<file path="config.mk">
export PLATFORM = sky130hd
export DESIGN_NAME = led_step_controller
export DESIGN_NICKNAME = d
export VERILOG_FILES = /design/src/rtl/led_step_controller.sv
export SDC_FILE = /design/constraint.sdc
export NUM_CORES = 1
export LEC_CHECK = 0
export BUFFER_PORTS_ARGS = -buffer_cell sky130_fd_sc_hd__buf_2
export CORE_AREA = 2 2 42 73
export DETAILED_ROUTE_END_ITERATION = 8
export DIE_AREA = 0 0 44 75
export MAX_ROUTING_LAYER = met4
export PLACE_DENSITY = 0.76
export SLEW_MARGIN = 30
export SYNTH_ARGS = -nofsm -noshare
export SYNTH_HDL_FRONTEND = slang
export SYNTH_SLANG_ARGS = --single-unit
</file>
<file path="constraint.sdc">
create_clock -name clk -period 2.71 [get_ports clk]
set_clock_uncertainty 0.15 [all_clocks]
set_input_delay 0.813 -clock clk [delete_from_list [all_inputs] [get_ports clk]]
set_output_delay 0.813 -clock clk [all_outputs]
set_load 0.01 [all_outputs]
</file>
<file path="src/rtl/led_step_controller.sv">
// Step-strobe sequencer for the LED colour block: manual, auto and burst modes.
// Optional COLOUR_MIRROR_EN adds a colour_mirror output tracking the LED colour.
module led_step_controller #(
    parameter int DEBOUNCE_CYCLES = 4,
    parameter int DWELL_W         = 8
) (
    input  logic               clk,
    input  logic               rst_n,
    input  logic               button_raw,
    input  logic [1:0]         mode_sel,
    input  logic               start,
    input  logic [DWELL_W-1:0] dwell,
    input  logic [2:0]         burst_len,
    output logic               step,
    output logic [1:0]         state,
    output logic               burst_done
`ifdef COLOUR_MIRROR_EN
    ,
    output logic [2:0]         colour_mirror
`endif
);

    localparam int DBW = $clog2(DEBOUNCE_CYCLES + 1);

    typedef enum logic [1:0] {
        IDLE   = 2'b00,
        MANUAL = 2'b01,
        AUTO   = 2'b10,
        BURST  = 2'b11
    } state_t;

    state_t             st, st_n;
    logic               sync1, btn_s;
    logic               btn_db, btn_db_q;
    logic [DBW-1:0]     db_cnt;
    logic               press;
    logic [DWELL_W-1:0] cnt, cnt_n;
    logic [3:0]         rem, rem_n;
    logic               step_n;
    logic               fin, fin_n;

    always_ff @(posedge clk or negedge rst_n) begin
        if (!rst_n) begin
            sync1    <= 1'b0;
            btn_s    <= 1'b0;
            btn_db   <= 1'b0;
            btn_db_q <= 1'b0;
            db_cnt   <= '0;
        end else begin
            sync1    <= button_raw;
            btn_s    <= sync1;
            btn_db_q <= btn_db;
            if (btn_s == btn_db) begin
                db_cnt <= '0;
            end else if (db_cnt == DBW'(DEBOUNCE_CYCLES - 1)) begin
                btn_db <= btn_s;
                db_cnt <= '0;
            end else begin
                db_cnt <= db_cnt + DBW'(1);
            end
        end
    end

    assign press = btn_db & ~btn_db_q;

    always_comb begin
        st_n   = st;
        cnt_n  = cnt;
        rem_n  = rem;
        step_n = 1'b0;
        fin_n  = 1'b0;
        case (st)
            IDLE: begin
                case (mode_sel)
                    2'b01: st_n = MANUAL;
                    2'b10: begin
                        st_n  = AUTO;
                        cnt_n = dwell;
                    end
                    2'b11: begin
                        if (start) begin
                            st_n  = BURST;
                            cnt_n = dwell;
                            rem_n = (burst_len == 3'd0) ? 4'd8 : {1'b0, burst_len};
                        end
                    end
                    default: st_n = IDLE;
                endcase
            end
            MANUAL: begin
                if (mode_sel != 2'b01) st_n = IDLE;
                else step_n = press;
            end
            AUTO: begin
                // holding the button pauses the dwell count
                if (mode_sel != 2'b10) begin
                    st_n = IDLE;
                end else if (!btn_db) begin
                    if (cnt != '0) begin
                        cnt_n = cnt - DWELL_W'(1);
                    end else begin
                        step_n = 1'b1;
                        cnt_n  = dwell;
                    end
                end
            end
            BURST: begin
                if (mode_sel != 2'b11) begin
                    st_n = IDLE;
                end else if (cnt != '0) begin
                    cnt_n = cnt - DWELL_W'(1);
                end else begin
                    step_n = 1'b1;
                    cnt_n  = dwell;
                    rem_n  = rem - 4'd1;
                    if (rem == 4'd1) begin
                        st_n  = IDLE;
                        fin_n = 1'b1;
                    end
                end
            end
            default: st_n = IDLE;
        endcase
    end

    always_ff @(posedge clk or negedge rst_n) begin
        if (!rst_n) begin
            st         <= IDLE;
            cnt        <= '0;
            rem        <= '0;
            step       <= 1'b0;
            fin        <= 1'b0;
            burst_done <= 1'b0;
        end else begin
            st         <= st_n;
            cnt        <= cnt_n;
            rem        <= rem_n;
            step       <= step_n;
            fin        <= fin_n;
            burst_done <= fin;
        end
    end

    assign state = st;

`ifdef COLOUR_MIRROR_EN
    always_ff @(posedge clk or negedge rst_n) begin
        if (!rst_n) begin
            colour_mirror <= 3'd1;
        end else if (step) begin
            colour_mirror <= (colour_mirror == 3'd6) ? 3'd1 : colour_mirror + 3'd1;
        end
    end
`endif

endmodule

</file>
==> reports/metrics.yaml <==
outcome:
  outcome: "finished, final reports clean"
synth:
  yosys_warnings: 0
  ys_types: 43
  synth_top_area_frac: 0.4344
  syn_area_mm2: 0.001383
  synth.top_cells.by_area: "dfrtp_1 (43%), ha_1 (4.5%), o211ai_1 (3.3%)"
  synth_cells: 142
  yosysTopAreaCell: "dfrtp_1"
  seq_area_frac_synth: 0.4344
  async_reset_ff_frac: 1.000
  synth_edf_count: 0
  yosys_register_bits: 24
  syn_area_per_cell_um2: 9.736
  synth_ff_type: "dfrtp_1"
  synth_fp_nets: 164
floorplanning:
  die_x_um: 44
  start_util: 0.5140
  die_y_um: 75
  die_area_mm2: 0.003300
  core_area_mm2: 0.002690
  rows: 25
  io_pins: 21
global_routing:
  grt_overflow: 0
  antenna_found_initial: 0
  grt_use_total: 0.2324
  grt_first_pass_wirelength_um: 5471
  grt_start_max_net_pins: 25
  grt_pass1_vias: 1223
setup_path:
  crit_path_end_kind: "flop"
  cp-start-kind: "flop"
  slowest_delay_ps: 490
  required_ps: 2720
  reg2reg_slack_ps: 470
  path_class: "flop to flop"
  path_max_fanout: 4
  cp.arrival_ps: 2260
  timing.critical_path.cells: "inv_1 > ha_1 > nor4b_1 > nand2_1 > a21oi_2 > mux2_2"
  crit_slowest_cell: "nor4b_1"
timing:
  timing.fmax_ghz: 0.4463
  worst_pin_slew_ps: 756.7
  hold_viol: 0
  relSlewSlack: 0.4947
  min_period_over_period: 0.8268
  finalSetupTns_ps: 0
  final.min_clock_period_ps: 2241
  fin_ws_ps: 469.4
  finalSetupViolCount: 0
  rsz0062_at_grt: "false"
  drv_slew: 0
  hold_ws_ps: 200.6
power_and_ir_drop:
  power_density_mw_per_mm2: 795.5
  internal_power_w: 0.0007691
  power.share.clock: 0.198
  pwr-share-seq: 0.459
  switchingPower_w: 0.0004641
  max-vdd-ir-drop_uv: 397.8
  power_leakage_nw: 0.6781
  comb_power_share: 0.343
  p_sw_frac: 0.3763
layout:
  drive_gt1_frac: 0.2313
  fin_nets: 183
  final_common_cell: "dfrtp_1"
  finalNonFillerCells: 187
  layout_common_cells: "dfrtp_1 (24), buf_2 (20), inv_1 (9), nand2_1 (8)"
  antenna_cells: 0
  area.growth.synth_to_final_pct: 12.13
  fin_util: 0.5763
placed_design:
  numPortBuffers: 20
  dp_cells: 183
  detailed_place_hpwl_um: 2409
  pre_cts_ws_ps: 304.6
  gp_congestion: 0.9038
clocking:
  insertion_delay_ps: 270
  cts_sinks: 24
  cts_buffers: 3
  hold_buffers: 0
  path_clk_slew_ps: 90
  cts_root_buf: "clkbuf_8"
  tritoncts: "done"
  clockBufferDepth: 2
  cts.repair.resized: 0
  cts-htree-levels: 1
  cts_setup_buffers: 0
drt:
  wirelength_um: 3221
  num_vias: 1199
  ant_nets: 0
  via_per_inst: 6.412
  drc: 0
  wl_per_cell_um: 17.22
  dr.first_iter.drc_count: 40
  firstDrtPassIters: 4
run:
  drv_cap: 0
hold_path:
  holdCritPathClass: "flop to flop"
[cell families (layout without fill, tap and decap cells)]
| logic type | after synthesis | in the layout | synth area share |
|---|---|---|---|
| buffers and inverters | 17 | 35 | 0.05611 |
| adders and majority gates | 5 | 5 | 0.04525 |
| DFF | 24 | 24 | 0.4344 |
| and+or+nand+nor | 51 | 51 | 0.2172 |
| muxes | 2 | 2 | 0.01629 |
| xor gates and xnor gates | 1 | 1 | 0.006336 |
| AOI/OAI and AO/OA | 42 | 42 | 0.2244 |
[power by group through the flow]
stage	clock network (W)	logic, W	registers [W]
floorplan	0	0.000363	0.000520
global placement	0	0.000392	0.000562
detailed placement	0	0.000423	0.000569
CTS	0.000246	0.000425	0.000563
global route	0.000262	0.000476	0.000582
finish	0.000244	0.000423	0.000566
[area by class of cell]
class / instances / area [um^2]
clock buffers: 4 / 55.05
fillers: 234 / 1140
inverters: 9 / 33.78
multi-input cells: 101 / 711.9
flip-flops and latches: 24 / 600.6
well taps: 27 / 33.78
repair buffers: 22 / 115.1
[Yosys cell counts (all sizes together), types with 2 or more instances]
cell type,number
a221oi,2
and3,2
o311ai,2
mux2,2
o211ai,6
a32oi,2
a31o,2
nand2,8
a31oi,2
o22ai,2
nand3,4
a22oi,2
clkbuf,2
o2bb2ai,5
o21ai,7
nand4,3
buf,6
or3,3
and2,3
dfrtp,24
a21oi,8
ha,5
inv,9
nor3b,4
nor3,8
nor2b,2
nor2,8
[state kept, by name, summed over array words and instances, names as in the netlist]
name        count
state           2
burst_done      1
btn_s           1
db_cnt          3
btn_db_q        1
btn_db          1
cnt             8
sync1           1
rem             4
step            1
fin             1
[per-stage QoR]
step,cell area (um^2),total power (W)
final,1550,0.001233
after global routing,1550,0.001320
after CTS,1550,0.001235
after detailed placement,1495,0.0009916
after global placement,1488,0.0009548
after floorplan,1383,0.0008831
[worst max-delay path: cells and delay by family, from the launching register on]
family | cells | cell delay [ps]
flip-flops | 1 | 390
AO/OA/AOI/OAI | 1 | 240
multiplexers | 1 | 350
adder cells (fa/ha/maj) | 1 | 200
buffers and inverters | 1 | 130
AND/OR/NAND/NOR | 2 | 660
[path summary, 6_finish.rpt]
check                      cells past startpoint  startpoint  endpoint
setup / recovery                               6      cnt[0]    rem[1]
hold / removal                                 0       sync1     btn_s
hold reg to reg                                0       sync1     btn_s
min in group asynchronous                      1       rst_n    cnt[3]
setup reg to reg                               6      cnt[0]    rem[1]
max in group asynchronous                      1       rst_n  state[1]
[per-layer routing]
metal,share of wire,GRT usage,vias up
met3,0.050,0.02878,9
li1,-,-,570
met1,0.38,0.2620,572
met2,0.54,0.3922,48
met5,0,-,-
met4,0.028,0.1246,0
Note: power is estimated with default switching activity, not from simulation.
